File: src/rtl/dcache_wr_buffer.sv
// Dcache write buffer: FIFO between the Dcache write port and the AXI bridge, with a
// same-line read-hazard gate. Optional same-cycle bypass when empty: WBUF_BYPASS_EN.
module dcache_wr_buffer #(
  parameter int unsigned DEPTH  = 4,
  parameter int unsigned LINE_W = 128
) (
  input  logic                       clk,
  input  logic                       reset,
  input  logic                       up_wr_req,
  input  logic [2:0]                 up_wr_type,
  input  logic [31:0]                up_wr_addr,
  input  logic [3:0]                 up_wr_wstrb,
  input  logic [LINE_W-1:0]          up_wr_data,
  output logic                       up_wr_rdy,
  input  logic                       up_rd_req,
  input  logic [31:0]                up_rd_addr,
  output logic                       up_rd_rdy,
  output logic                       dn_rd_req,
  input  logic                       dn_rd_rdy,
  output logic                       dn_wr_req,
  output logic [2:0]                 dn_wr_type,
  output logic [31:0]                dn_wr_addr,
  output logic [3:0]                 dn_wr_wstrb,
  output logic [LINE_W-1:0]          dn_wr_data,
  input  logic                       dn_wr_rdy,
  output logic                       wbuf_empty,
  output logic [$clog2(DEPTH):0]     wbuf_count
);

  localparam int unsigned PW = $clog2(DEPTH);
  localparam int unsigned CW = PW + 1;

  logic [PW-1:0]     wr_ptr, rd_ptr;
  logic [CW-1:0]     count;
  logic [DEPTH-1:0]  valid;
  logic [2:0]        type_mem  [DEPTH];
  logic [31:0]       addr_mem  [DEPTH];
  logic [3:0]        wstrb_mem [DEPTH];
  logic [LINE_W-1:0] data_mem  [DEPTH];

  logic head_valid, push, pop, bypass_done;
  logic line_hit, push_hit, conflict;
  logic unused_rd_lo;

  assign unused_rd_lo = ^up_rd_addr[3:0];
  assign head_valid   = (count != '0);
  assign up_wr_rdy    = (count != CW'(DEPTH));
  assign wbuf_empty   = ~head_valid;
  assign wbuf_count   = count;

`ifdef WBUF_BYPASS_EN
  logic bypass;
  assign bypass      = ~head_valid & up_wr_req;
  assign bypass_done = bypass & dn_wr_rdy;
`else
  assign bypass_done = 1'b0;
`endif

  // Only a head entry is popped; a bypassed write never enters storage.
  assign pop  = head_valid & dn_wr_rdy;
  assign push = up_wr_req & up_wr_rdy & ~bypass_done;

  always_comb begin
    dn_wr_req   = head_valid;
    dn_wr_type  = head_valid ? type_mem[rd_ptr]  : '0;
    dn_wr_addr  = head_valid ? addr_mem[rd_ptr]  : '0;
    dn_wr_wstrb = head_valid ? wstrb_mem[rd_ptr] : '0;
    dn_wr_data  = head_valid ? data_mem[rd_ptr]  : '0;
`ifdef WBUF_BYPASS_EN
    if (bypass) begin
      dn_wr_req   = 1'b1;
      dn_wr_type  = up_wr_type;
      dn_wr_addr  = up_wr_addr;
      dn_wr_wstrb = up_wr_wstrb;
      dn_wr_data  = up_wr_data;
    end
`endif
  end

  // A popping entry stays valid through its pop cycle, so the read is released one cycle later.
  always_comb begin
    line_hit = 1'b0;
    for (int unsigned i = 0; i < DEPTH; i++) begin
      if (valid[i] && (addr_mem[i][31:4] == up_rd_addr[31:4])) line_hit = 1'b1;
    end
  end

  assign push_hit  = up_wr_req & up_wr_rdy & (up_wr_addr[31:4] == up_rd_addr[31:4]);
  assign conflict  = up_rd_req & (line_hit | push_hit);
  assign dn_rd_req = up_rd_req & ~conflict & ~reset;
  assign up_rd_rdy = dn_rd_rdy & ~conflict & ~reset;

  always_ff @(posedge clk or posedge reset) begin
    if (reset) begin
      wr_ptr <= '0;
      rd_ptr <= '0;
      count  <= '0;
      valid  <= '0;
      for (int unsigned i = 0; i < DEPTH; i++) begin
        type_mem[i]  <= '0;
        addr_mem[i]  <= '0;
        wstrb_mem[i] <= '0;
        data_mem[i]  <= '0;
      end
    end else begin
      if (pop) begin
        valid[rd_ptr] <= 1'b0;
        rd_ptr        <= rd_ptr + PW'(1);
      end
      if (push) begin
        valid[wr_ptr]     <= 1'b1;
        type_mem[wr_ptr]  <= up_wr_type;
        addr_mem[wr_ptr]  <= up_wr_addr;
        wstrb_mem[wr_ptr] <= up_wr_wstrb;
        data_mem[wr_ptr]  <= up_wr_data;
        wr_ptr            <= wr_ptr + PW'(1);
      end
      if (push && !pop)      count <= count + CW'(1);
      else if (pop && !push) count <= count - CW'(1);
    end
  end

endmodule

File: config.mk
export PLATFORM = sky130hd
export DESIGN_NAME = dcache_wr_buffer
export DESIGN_NICKNAME = d
export VERILOG_FILES = /design/src/rtl/dcache_wr_buffer.sv
export SDC_FILE = /design/constraint.sdc
export NUM_CORES = 1
export LEC_CHECK = 0
export ABC_AREA = 1
export BUFFER_PORTS_ARGS = -buffer_cell sky130_fd_sc_hd__buf_2
export CORE_AREA = 2 2 291 207
export CTS_BUF_LIST = sky130_fd_sc_hd__clkbuf_4 sky130_fd_sc_hd__clkbuf_8
export DETAILED_ROUTE_END_ITERATION = 12
export DIE_AREA = 0 0 293 209
export GPL_ROUTABILITY_DRIVEN = 0
export HOLD_SLACK_MARGIN = 0.15
export PLACE_DENSITY = 0.78
export SETUP_SLACK_MARGIN = 0.4
export SYNTH_ARGS = -nofsm -noshare
export SYNTH_HDL_FRONTEND = slang
export SYNTH_SLANG_ARGS = --single-unit
File: constraint.sdc
create_clock -name clk -period 56.7 [get_ports clk]
set_clock_uncertainty 0.15 [all_clocks]
set_input_delay 5.67 -clock clk [delete_from_list [all_inputs] [get_ports clk]]
set_output_delay 5.67 -clock clk [all_outputs]
set_load 0.005 [all_outputs]
# Word level (Yosys, flattened, before mapping)
# Cells that the tools add are included.
# op_classes
n_addsub,4
n_lt_le_gt_ge,7
eq_ne,6
muxes,40
bitwise,17
reduce_logical,13
# op_table
op,n
$bwmux 512,1
$mux 128,4
$bmux 128 s2,1
$demux 128 s2,1
$eq 28x28->1,5
$bwmux 128,1
$mux 32,4
$bmux 32 s2,1
$demux 32 s2,1
$mux 4,6
$mux 3,6
$bwmux 16,1
$bwmux 12,1
$logic_and 1x1->1,9
$and 1x1->1,8
$bmux 4 s2,1
$demux 4 s2,1
$bmux 3 s2,1
$demux 3 s2,1
$ge 3x3->1 const B,2
$lt 2x3->1 const B,2
$mux 1,6
$not 2->3,2
$add 2x1->2 const B,2
other kinds (14),19
# totals
register_bits,679

# Depth between registers and ports, before layout
# depth
ltp_word,11
ltp_mapped,12

# Least setup slack after synthesis
# No wires, ideal clock.
# synth_path
path_type,in2out
startpoint,in reset
endpoint,out up_rd_rdy
t_arrival_ns,20.247
required_time_ns,50.880
slack_ns,30.633
stages,3
cell_sequence,inv_1 nand2_1 a21oi_1
# synth_between
elab_chain_len,2
# synth_lines
element,line_no,text
from (decl),8,"input logic reset,"
$not 1->1,91,assign up_rd_rdy = dn_rd_rdy & ~conflict & ~reset;
$and 1x1->1,91,
to (decl),17,"output logic up_rd_rdy,"
# Every way passes these cells.

# Worst setup path in the final report
# layout_path
startpoint,in up_rd_addr[24]
endpoint,out up_rd_rdy
# layout_between
elab_chain_len,11
# layout_lines
element,line_no,text
from (decl),16,"input logic [31:0] up_rd_addr,"
$eq 28x28->1,84,if (valid[i] && (addr_mem[i][31:4] == up_rd_addr[31:4])) line_hit = 1'b1;
$logic_and 1x1->1,84,
$mux 1 (4 in a row),84,
$or 1x1->1 (*),89,assign conflict = up_rd_req & (line_hit | push_hit);
$and 1x1->1 (*),89,
$not 1->1 (*),91,
$and 1x1->1 (*) (2 in a row),91,
# Every way passes the cells marked *; elsewhere a longest branch is shown, timed or not.

==> impl_summary.md <==
Power and ir drop
Across the VDD grid, the largest voltage drop is 0.0000391 V. Net switching is 42.9% of the power. The fraction of power consumed by combinational cells is 44.3%. Summed over all nets, the switching power comes to 970 µW. The share of power burned in registers is between 30% and 40%.

Dividing total power by cell area gives a power density of between 60 and 70 nW/µm². The internal power component is 1290 µW. The completed layout was analyzed and its total power is 2260 µW. The standby leakage power is 0.0189 µW.

Of the total power, the clock network draws 18.9%.

Setup path
The data arrival at the endpoint of the critical path is 7350 ps. STA classifies the critical path endpoint as an output port. The required time of the critical path is 50880 ps.

For flop-to-flop paths, the worst setup slack is 52910 ps. The worst flop-to-flop path endpoint is data_mem[107]$_DFFE_PP0P_. The classification of the worst setup path is primary input to output port. In this run the critical register-to-register path is launched from wbuf_count[0]$_DFFE_PP0P_. Measured in cells, the most critical reg-to-reg path has a length of 8.

Of all nets on the critical path, the largest fanout is 6. STA classifies the critical path startpoint as a primary input.

Yosys
Multiplexer cells account for less than 1% of the synthesized area. The net count after synthesis is 4546. The count of mapped cells out of synthesis is 4331.

The count of distinct cell types in the synthesized netlist is 29. Of the total synthesized cell area, the portion taken by XOR and XNOR cells is 0.583%. After synthesis, the cell types taking the most area are sky130_fd_sc_hd__dfrtp_1 (51%), sky130_fd_sc_hd__nand2_1 (18%), sky130_fd_sc_hd__o21ai_0 (7.7%). The Yosys step of the flow raised 0 warnings. The combinational family with the most area after synthesis is simple AND/OR/NAND/NOR gates. The portion of synthesized cell area occupied by the leading cell type is between 50% and 60%. In this run the cell area of the synthesized design comes to 33100 µm². After synthesis the netlist holds a flip-flop and latch count of approximately 680. The share of synthesized area occupied by flip-flops and latches is between 50 and 60%. The synthesized netlist devotes a little under a fifth of its cell area to compound gates. After synthesis, the mean cell area works out to 7.63 µm². The synthesized netlist devotes less than 1% of its cell area to adder and majority cells. Of the total synthesized cell area, the portion taken by AND, OR, NAND and NOR gates is 20.0%. The biggest area consumer among synthesized cells is sky130_fd_sc_hd__dfrtp_1.

Timing
Setup violations remaining at the end of the flow were counted as 0. In the final timing run, aggregate negative setup slack is 0 ps. The highest achievable clock rate is 0.0759 GHz. The relative max-transition margin is 30.8%. Setup repair after global routing left no endpoint under its margin.

The number of hold-slack violations in the final timing report is 0. The time the worst path needs with I/O delays and setup is ~13000 ps. Dividing the final minimum period by the clock period gives 23.2%. For the pin with the worst max-slew slack, the measured transition is 1040 ps. The final count of pins violating max slew was 0.

Cells and area
For this run, the post-layout net count is ~4800. The final design utilization is 63.0%. Compared with the post-synthesis result, the final layout area differs by 12.0%. The fraction of final layout cells sized beyond drive strength 1 is 13.0%.

Clock tree
The total CTS buffers is 104. The post-CTS repair timing setup buffer count is 0. TritonCTS built the clock tree. The number of sinks handled by clock tree synthesis is 679. The maximum count of clock buffers along a single path is 3. Clock-pin slew was measured on the worst setup and hold paths at 50 ps. The H-tree was split into 3 levels. The count of cells resized by post-cts repair is 0. The cell sitting at the root of the clock tree is a sky130_fd_sc_hd__clkbuf_8.

The later pin in the worst-skew pair is clocked with a latency of 710 ps. The hold buffer count at cts is 0.

Route
The number of vias per cell after detailed routing is 5.52. After detailed routing, the number of remaining DRC violations is 0. The routed design has ~97000 µm of wire.

The vias after detailed routing is 30000. The number of iterations in the first detailed-routing pass is 6. Dividing the detail-routed wire length by the instance count gives ~18 µm. The count of routing violations after the opening detailed-route iteration is 3334.

Once detail routing completed, the nets flagged for antenna violations numbered 0.

Floorplan
The initial utilization of the core area, before any placement, comes to 56.2%. The row count is 75. The width of the chip is 293 µm. The number of top-level pins is 380. The total die area is 61200 µm². The floorplan step set the die height to 209 µm.

The core region is 58800 µm².

Min path
In this run the most critical hold path is launched from data_mem[474]$_DFFE_PP0P_. The depth of the worst hold-timing path is 2. For hold timing, the worst endpoint is data_mem[474]$_DFFE_PP0P_. The path type of the worst min-delay path is flip-flop to flip-flop.

Flow run
The number of max-cap violations is 0.

Global route
Entering global routing, the biggest net connects 169 pins. The number of antenna violations at the first check in global routing came to 22. The total overflow reported by the global router is 0.

The overall track demand over capacity in global routing is 31.5%. The global-route wire length before repair is 153000 µm. The number of global-route vias before repair is ~28000.

Place
Input and output buffers added on the ports amount to approximately 380. Summed over all nets, the half-perimeter wirelength after detailed placement is 58100 µm.

Outcome
The flow ran to the end, and the final reports show no timing, DRC or antenna violations.
layer usage:
metal / global-route usage, % / vias to the layer above / routed length (µm)
met4: 11.3 / 12 / 3070
met3: 8.79 / 239 / 10800
met5: 0 / - / 85
met2: 45.6 / 1406 / 41100
li1: - / 14300 / -
met1: 45.3 / 14000 / 41700
cell families after synthesis:
group | Yosys count
fa+ha+maj | 10
xor+xnor | 22
compound gates | 1174
simple gates | 1745
flops | 679
mux | 1
buf+inv | 700
critical path, cell delays in order:
cell and delay [ps]:
sky130_fd_sc_hd__buf_2 120, sky130_fd_sc_hd__inv_1 110, sky130_fd_sc_hd__o21ai_0 560, sky130_fd_sc_hd__nor2_1 120, sky130_fd_sc_hd__nand2_1 110, sky130_fd_sc_hd__nor2_1 40
sky130_fd_sc_hd__nand2_1 70, sky130_fd_sc_hd__nor2_1 40, sky130_fd_sc_hd__nor2_1 90, sky130_fd_sc_hd__nand3_1 150, sky130_fd_sc_hd__a21oi_1 150, sky130_fd_sc_hd__buf_2 120
worst max-delay path by stage:
stage,endpoint,cells after the start,start
final,up_rd_rdy,12,up_rd_addr[24]
after detailed placement,up_rd_rdy,12,up_rd_addr[24]
after global routing,up_rd_rdy,12,up_rd_addr[24]
after CTS,up_rd_rdy,12,up_rd_addr[24]
after global placement,up_rd_rdy,12,up_rd_addr[24]
after floorplan,up_rd_rdy,3,reset
stage by stage:
stage | instances | cell area (µm²) | worst slack [ps] | hold WS, ps
6_report | 5431 | 37000 | 43530 | 321
5_1_grt | 5419 | 37000 | 43490 | 336
4_1_cts | 5407 | 37000 | 43730 | 326
3_5_place_dp | 5227 | 34800 | 43740 | 310
3_3_place_gp | 5227 | 34800 | 43710 | 306
2_1_floorplan | 4331 | 33100 | 30630 | 286
sequential cells by signal, indices dropped and copies added (netlist names):
register / flops
addr_mem: 128
wr_ptr: 2
wstrb_mem: 16
wbuf_count: 3
rd_ptr: 2
valid: 4
data_mem: 512
type_mem: 12
placed cells by master (no fill, tap or decap), types with 2 or more instances in the layout:
cell type	synthesis	routed
sky130_fd_sc_hd__a21oi_1	403	403
sky130_fd_sc_hd__buf_12	0	2
sky130_fd_sc_hd__buf_2	95	375
sky130_fd_sc_hd__buf_4	54	27
sky130_fd_sc_hd__clkbuf_4	0	39
sky130_fd_sc_hd__clkbuf_8	0	128
sky130_fd_sc_hd__clkinv_2	0	8
sky130_fd_sc_hd__dfrtp_1	679	677
sky130_fd_sc_hd__dfrtp_4	0	2
sky130_fd_sc_hd__diode_2	0	24
sky130_fd_sc_hd__ha_1	9	9
sky130_fd_sc_hd__inv_1	415	414
sky130_fd_sc_hd__inv_12	0	2
sky130_fd_sc_hd__inv_6	1	4
sky130_fd_sc_hd__inv_8	0	5
sky130_fd_sc_hd__nand2_1	1624	1624
sky130_fd_sc_hd__nand2_4	4	2
sky130_fd_sc_hd__nand2_8	0	2
sky130_fd_sc_hd__nand3_1	9	9
sky130_fd_sc_hd__nand4_1	8	8
sky130_fd_sc_hd__nor2_1	94	94
sky130_fd_sc_hd__nor3_1	3	3
sky130_fd_sc_hd__o211ai_1	99	99
sky130_fd_sc_hd__o21ai_0	512	512
sky130_fd_sc_hd__o21ai_1	156	156
sky130_fd_sc_hd__o22ai_1	4	4
sky130_fd_sc_hd__xnor2_1	9	9
sky130_fd_sc_hd__xor2_1	13	13
synthesized netlist by cell type, drive strengths merged:
| library cell | instances |
|---|---|
| nand2 | 1629 |
| dfrtp | 679 |
| o21ai | 668 |
| inv | 422 |
| a21oi | 403 |
| buf | 171 |
| clkbuf | 107 |
| o211ai | 99 |
| nor2 | 94 |
| xor2 | 13 |
| ha | 9 |
| nand3 | 9 |
| xnor2 | 9 |
| nand4 | 8 |
| nor3 | 4 |
| o22ai | 4 |
| fa | 1 |
| mux2 | 1 |
| or2 | 1 |
cell type report:
| cell class | instances | area, µm² |
|---|---|---|
| repair buffers | 404 | 2120 |
| clock inverters | 13 | 106 |
| multi-input cells | 2952 | 13100 |
| clock buffers | 167 | 2050 |
| diodes | 24 | 60.1 |
| inverters | 422 | 1630 |
| flip-flops and latches | 679 | 17000 |
| fillers | 5191 | 21800 |
| well taps | 770 | 963 |
power groups by stage:
stage / clock network, µW / registers, µW / logic, µW
6_report: 427 / 835 / 1000
5_1_grt: 454 / 861 / 1120
4_1_cts: 432 / 832 / 991
3_5_place_dp: 0 / 838 / 983
3_3_place_gp: 0 / 830 / 960
2_1_floorplan: 0 / 800 / 681
Power figures use the tool's default switching activity.
